**config.mk**
```make
export PLATFORM = sky130hd
export DESIGN_NAME = i2s_rx
export DESIGN_NICKNAME = d
export VERILOG_FILES = /design/src/rtl/i2s_pkg.sv /design/src/rtl/i2s_lrclk_edge.sv /design/src/rtl/i2s_rx.sv
export SDC_FILE = /design/constraint.sdc
export NUM_CORES = 1
export LEC_CHECK = 0
export BUFFER_PORTS_ARGS = -buffer_cell sky130_fd_sc_hd__buf_4
export CAP_MARGIN = 40
export CORE_MARGIN = 3
export CORE_UTILIZATION = 55
export CTS_BUF_LIST = sky130_fd_sc_hd__clkbuf_16
export DETAILED_ROUTE_END_ITERATION = 12
export PLACE_DENSITY = 0.79
export SLEW_MARGIN = 10
export SYNTH_ARGS = -nofsm -noshare
export SYNTH_HDL_FRONTEND = slang
export SYNTH_SLANG_ARGS = --single-unit
```
**constraint.sdc**
```tcl
create_clock -name sclk -period 2.8 [get_ports sclk]
set_input_delay 0.56 -clock sclk [delete_from_list [all_inputs] [get_ports sclk]]
set_output_delay 0.56 -clock sclk [all_outputs]
set_load 0.05 [all_outputs]
```
**src/rtl/i2s_pkg.sv**
```systemverilog
// Shared constants and types for the I2S receive path.
// Also used by the I2S transmitter, so channel encoding stays consistent.
package i2s_pkg;

  localparam int I2S_BITSIZE_DEFAULT = 16;

  localparam logic CH_LEFT  = 1'b0;
  localparam logic CH_RIGHT = 1'b1;

  typedef enum logic [1:0] {
    SYNC,
    SHIFT,
    PAD
  } i2s_state_e;

endpackage

```
**src/rtl/i2s_lrclk_edge.sv**
```systemverilog
// Word-select edge detector: registers lrclk and flags any toggle, rise or fall.
// Reset reloads the current lrclk, so the first cycle after reset sees no edge.
module i2s_lrclk_edge (
  input  logic sclk,
  input  logic rst,
  input  logic lrclk,
  output logic edge_pulse,
  output logic rise,
  output logic fall
);

  logic lrclk_d;

  always_ff @(posedge sclk) begin
    // NOTE: sequential state is written with <= only, so every read in the
    // same clock sees the value from before the edge.
    lrclk_d <= lrclk;
  end

  // Pulses are masked while in reset; the register reloads lrclk regardless.
  assign edge_pulse = !rst && (lrclk != lrclk_d);
  assign rise       = edge_pulse && lrclk;
  assign fall       = edge_pulse && !lrclk;

endmodule

```
**src/rtl/i2s_rx.sv**
```systemverilog
// I2S receiver: deserialises sdata into left/right words and commits each stereo pair atomically.
// Optional I2S_RX_ERRCNT_EN adds a saturating 8-bit count of frame_err pulses on port err_count.
module i2s_rx
  import i2s_pkg::*;
#(
  parameter int BITSIZE = I2S_BITSIZE_DEFAULT
) (
  input  logic               sclk,
  input  logic               rst,
  input  logic               lrclk,
  input  logic               sdata,
  output logic [BITSIZE-1:0] left_chan,
  output logic [BITSIZE-1:0] right_chan,
  output logic               sample_valid,
  output logic               frame_err
`ifdef I2S_RX_ERRCNT_EN
  ,
  output logic [7:0]         err_count
`endif
);

  localparam int CNT_W = $clog2(BITSIZE + 1);
  localparam logic [CNT_W-1:0] LSB_CNT = CNT_W'(BITSIZE - 1);

  logic               edge_pulse;
  logic               lr_rise;
  logic               lr_fall;
  i2s_state_e         state;
  logic               chan;
  logic [CNT_W-1:0]   bit_cnt;
  logic [BITSIZE-2:0] shreg;
  logic [BITSIZE-1:0] hold;
  logic               hold_valid;
  logic [BITSIZE-1:0] word;
  logic               word_done;

  i2s_lrclk_edge u_lrclk_edge (
    .sclk       (sclk),
    .rst        (rst),
    .lrclk      (lrclk),
    .edge_pulse (edge_pulse),
    .rise       (lr_rise),
    .fall       (lr_fall)
  );

  // The current sdata bit is the LSB whenever BITSIZE-1 bits are already held,
  // whether it arrives mid-slot or in the delay slot of the next channel.
  assign word      = {shreg, sdata};
  assign word_done = (state == SHIFT) && (bit_cnt == LSB_CNT);

  always_ff @(posedge sclk) begin
    if (rst) begin
      state        <= SYNC;
      chan         <= CH_LEFT;
      bit_cnt      <= '0;
      shreg        <= '0;
      hold         <= '0;
      hold_valid   <= 1'b0;
      left_chan    <= '0;
      right_chan   <= '0;
      sample_valid <= 1'b0;
      frame_err    <= 1'b0;
`ifdef I2S_RX_ERRCNT_EN
      err_count    <= '0;
`endif
    end else begin
      sample_valid <= 1'b0;
      frame_err    <= 1'b0;

      if (word_done) begin
        if (chan == CH_LEFT) begin
          hold       <= word;
          hold_valid <= 1'b1;
        end else if (hold_valid) begin
          left_chan    <= hold;
          right_chan   <= word;
          sample_valid <= 1'b1;
          hold_valid   <= 1'b0;
        end
      end

      case (state)
        SYNC: begin
          if (lr_fall) begin
            state   <= SHIFT;
            chan    <= CH_LEFT;
            bit_cnt <= '0;
          end
        end
        SHIFT: begin
          if (edge_pulse) begin
            // A slot that ends early poisons the pair: drop any held left word.
            if (!word_done) begin
              frame_err  <= 1'b1;
              hold_valid <= 1'b0;
`ifdef I2S_RX_ERRCNT_EN
              if (err_count != 8'hFF) err_count <= err_count + 8'd1;
`endif
            end
            chan    <= lr_rise ? CH_RIGHT : CH_LEFT;
            bit_cnt <= '0;
          end else begin
            shreg   <= word[BITSIZE-2:0];
            bit_cnt <= bit_cnt + 1'b1;
            if (word_done) state <= PAD;
          end
        end
        PAD: begin
          if (edge_pulse) begin
            state   <= SHIFT;
            chan    <= lr_rise ? CH_RIGHT : CH_LEFT;
            bit_cnt <= '0;
          end
        end
        default: state <= SYNC;
      endcase
    end
  end

endmodule

```
==> impl_metrics.toml <==
[timing]
drv_slew = 0
relSlewSlack_pct = 54.1
fin_crit_ns = 2.10
hold_viol = 0
setup_viol = 0
tns_ns = 0
clock_skew_ns = 0.00254
max_freq_mhz = 477
worst_slew_pin_slew_ns = 0.688
grt_setup_unrepaired = "false"
period_share_pct = 74.9

[routing]
drtIter0Drc = 197
antenna_left = 0
drc_errors = 0
vias_per_cell = 5.30
routed-via-count = 2420
post_drt_wl_per_cell_um = 13.4
drtPass1Iterations = 4
routed_wirelength_um = 6110

[logic_synthesis]
synthCells = 353
yosysSeqAreaShare_pct = 52.8
ys_ff_latch = 75
postSynth.asyncResetShare_pct = 0
syn_avg_cell_area_sq_um = 8.05
synth-edff-count = 0
synthDistinctLibCells = 40
yosys.area.top_type = "dfxtp_1"
synth_top_cell_area_share_pct = 52.8
synth.cell_area_sq_um = 2840
synthFlopType = "dfxtp_1"
synthTopCellsByArea = "dfxtp_1 (53%), nand2_1 (17%), a21oi_1 (12%), ha_1 (2.6%), buf_2 (1.4%)"
syn_nets = 363
synth_warnings = 0

[floorplanning]
rows = 25
design.core.area_sq_um = 4850
start_util_pct = 58.6
dieArea_sq_um = 6070
ios = 38
die_y_um = 77.9
die_w_um = 77.9

[finish]
nNetsFinal = 395
diodes = 0
area_growth_syn_to_layout_pct = 23.6
utilization_pct = 72.5
drive_above_1_share_pct = 15.9
fillers = 385

[grt]
grt_pass1_wl_um = 10600
grt_pass1_vias = 2318
antenna_found_initial = 0
grt_start_max_net_pins = 53
grt_overflow_total = 0
grt_use_total_pct = 21.9

[worst_setup_path]
path_buf_inv = 0
cpMaxStageDelayCell = "nor2_2"
max_stage_delay_ns = 0.57
crit_family = "simple AND/OR/NAND/NOR gates"
path_max_fanout = 17
worstPathCellList = "ha_1 > and3_1 > ha_1 > nand2_1 > nor2_2 > nand2_1 > a21oi_1"
end_kind = "flop"
worstSetupPathType = "flop to flop"
start_kind = "flop"
cp.required_ns = 3.05
arrival_ns = 2.35

[pwr]
peakVddDrop_mv = 0.352
powerDensity_nw_per_um2 = 732
p_leak_nw = 1.27
total_power_mw = 2.57

[place]
dp_hpwl_um = 3750
io_buffers = 37
gp_congestion = 0.898

[run]
maxCapViolCount = 0

[clock_network]
insertion_delay_ns = 0.32
path_clk_slew_ns = 0.06
cts_hold_buf = 0
cts_tree = "yes"
root_buffer = "clkbuf_16"
cts-resized-gates = 0
htree_num_levels = 3
cts.sinks = 75
cts_buffers = 9
cts_setup_buffers = 0
clk_path_buf_depth = 2

[min_path]
hold_path.class = "primary input to flop"

[run_status]
status = "finished clean"
flip-flops by register name (all words and copies together) (netlist names):
register	cells
sample_valid	1
chan	1
left_chan	16
u_lrclk_edge.lrclk_d	1
state	2
shreg	15
right_chan	16
hold_valid	1
bit_cnt	5
frame_err	1
hold	16
worst paths after layout:
path              start                   end  slack [ns]  cells after the start
max          bit_cnt[0]              hold[13]        0.70                      7
min               lrclk  u_lrclk_edge.lrclk_d        0.39                      1
max reg2reg  bit_cnt[0]              hold[13]        0.70                      7
min reg2reg    hold[10]         left_chan[10]        0.45                      2
power breakdown:
part / switching [mW] / internal (mW) / leakage [nW]
Clock: 0.430 / 0.960 / 0.177
Combinational: 0.0725 / 0.0304 / 0.488
Sequential: 0.00577 / 1.07 / 0.604
Total: 0.508 / 2.06 / 1.27
cells in the mapped netlist, types with 3 or more instances:
library cell  count
nand2_1         131
dfxtp_1          75
a21oi_1          67
buf_2             8
clkbuf_1          8
ha_1              6
inv_1             5
nor2_1            5
nand3_1           4
buf_1             3
nor2b_1           3
o21ai_1           3
per-layer routing:
metal	track usage [%]	wire length, um	vias to the layer above
li1	-	-	1237
met1	27.6	2760	1111
met2	35.5	2940	59
met3	4.29	282	13
met4	11.2	119	0
met5	0	0	-
per-stage QoR:
step	hold WS (ns)	setup WS, ns	cells	area (sq um)
2_1_floorplan	0.432	1.09	353	2840
3_3_place_gp	0.440	0.690	441	3150
3_5_place_dp	0.442	0.629	441	3150
4_1_cts	0.387	0.701	457	3510
5_1_grt	0.397	0.492	457	3510
6_report	0.394	0.702	457	3510
worst reg2reg max path, stage by stage (launching register included):
cell,delay (ns)
dfxtp_1,0.38
ha_1,0.22
and3_1,0.17
ha_1,0.24
nand2_1,0.13
nor2_2,0.57
nand2_1,0.14
a21oi_1,0.18
final cells by class:
type,instances,area [sq um],area share (%)
Sequential cell,75,1500,42.7
Multi-Input combinational cell,253,1240,35.2
Timing Repair Buffer,41,308,8.76
Clock buffer,9,225,6.41
Clock inverter,7,140,3.99
Tap cell,67,83.8,2.39
Inverter,5,18.8,0.534
cell families (layout without fill, tap and decap cells):
kind of cell    after synthesis  after routing  share of synthesized area, %
simple gates                157            157                          22.5
compound gates               88             88                          17.6
flops                        75             75                          52.8
buf+inv                      25             62                          3.79
fa+ha+maj                     6              6                          2.64
xor+xnor                      2              2                         0.616
cell usage in the layout, fill, tap and decap left out, types with 2 or more instances in the layout:
cell type	count
buf_4	41
or2_1	2
nor2b_1	3
o22ai_1	2
nand3_1	4
nor2_2	2
clkbuf_16	9
nand4_1	2
nand2_1	131
ha_1	6
inv_1	6
and2_1	2
and3_1	2
o21ai_1	3
dfxtp_1	75
o31ai_1	2
nor2_1	4
o21ai_0	2
a21oi_1	67
bufinv_16	4
Note: power is estimated with default switching activity, not from simulation.
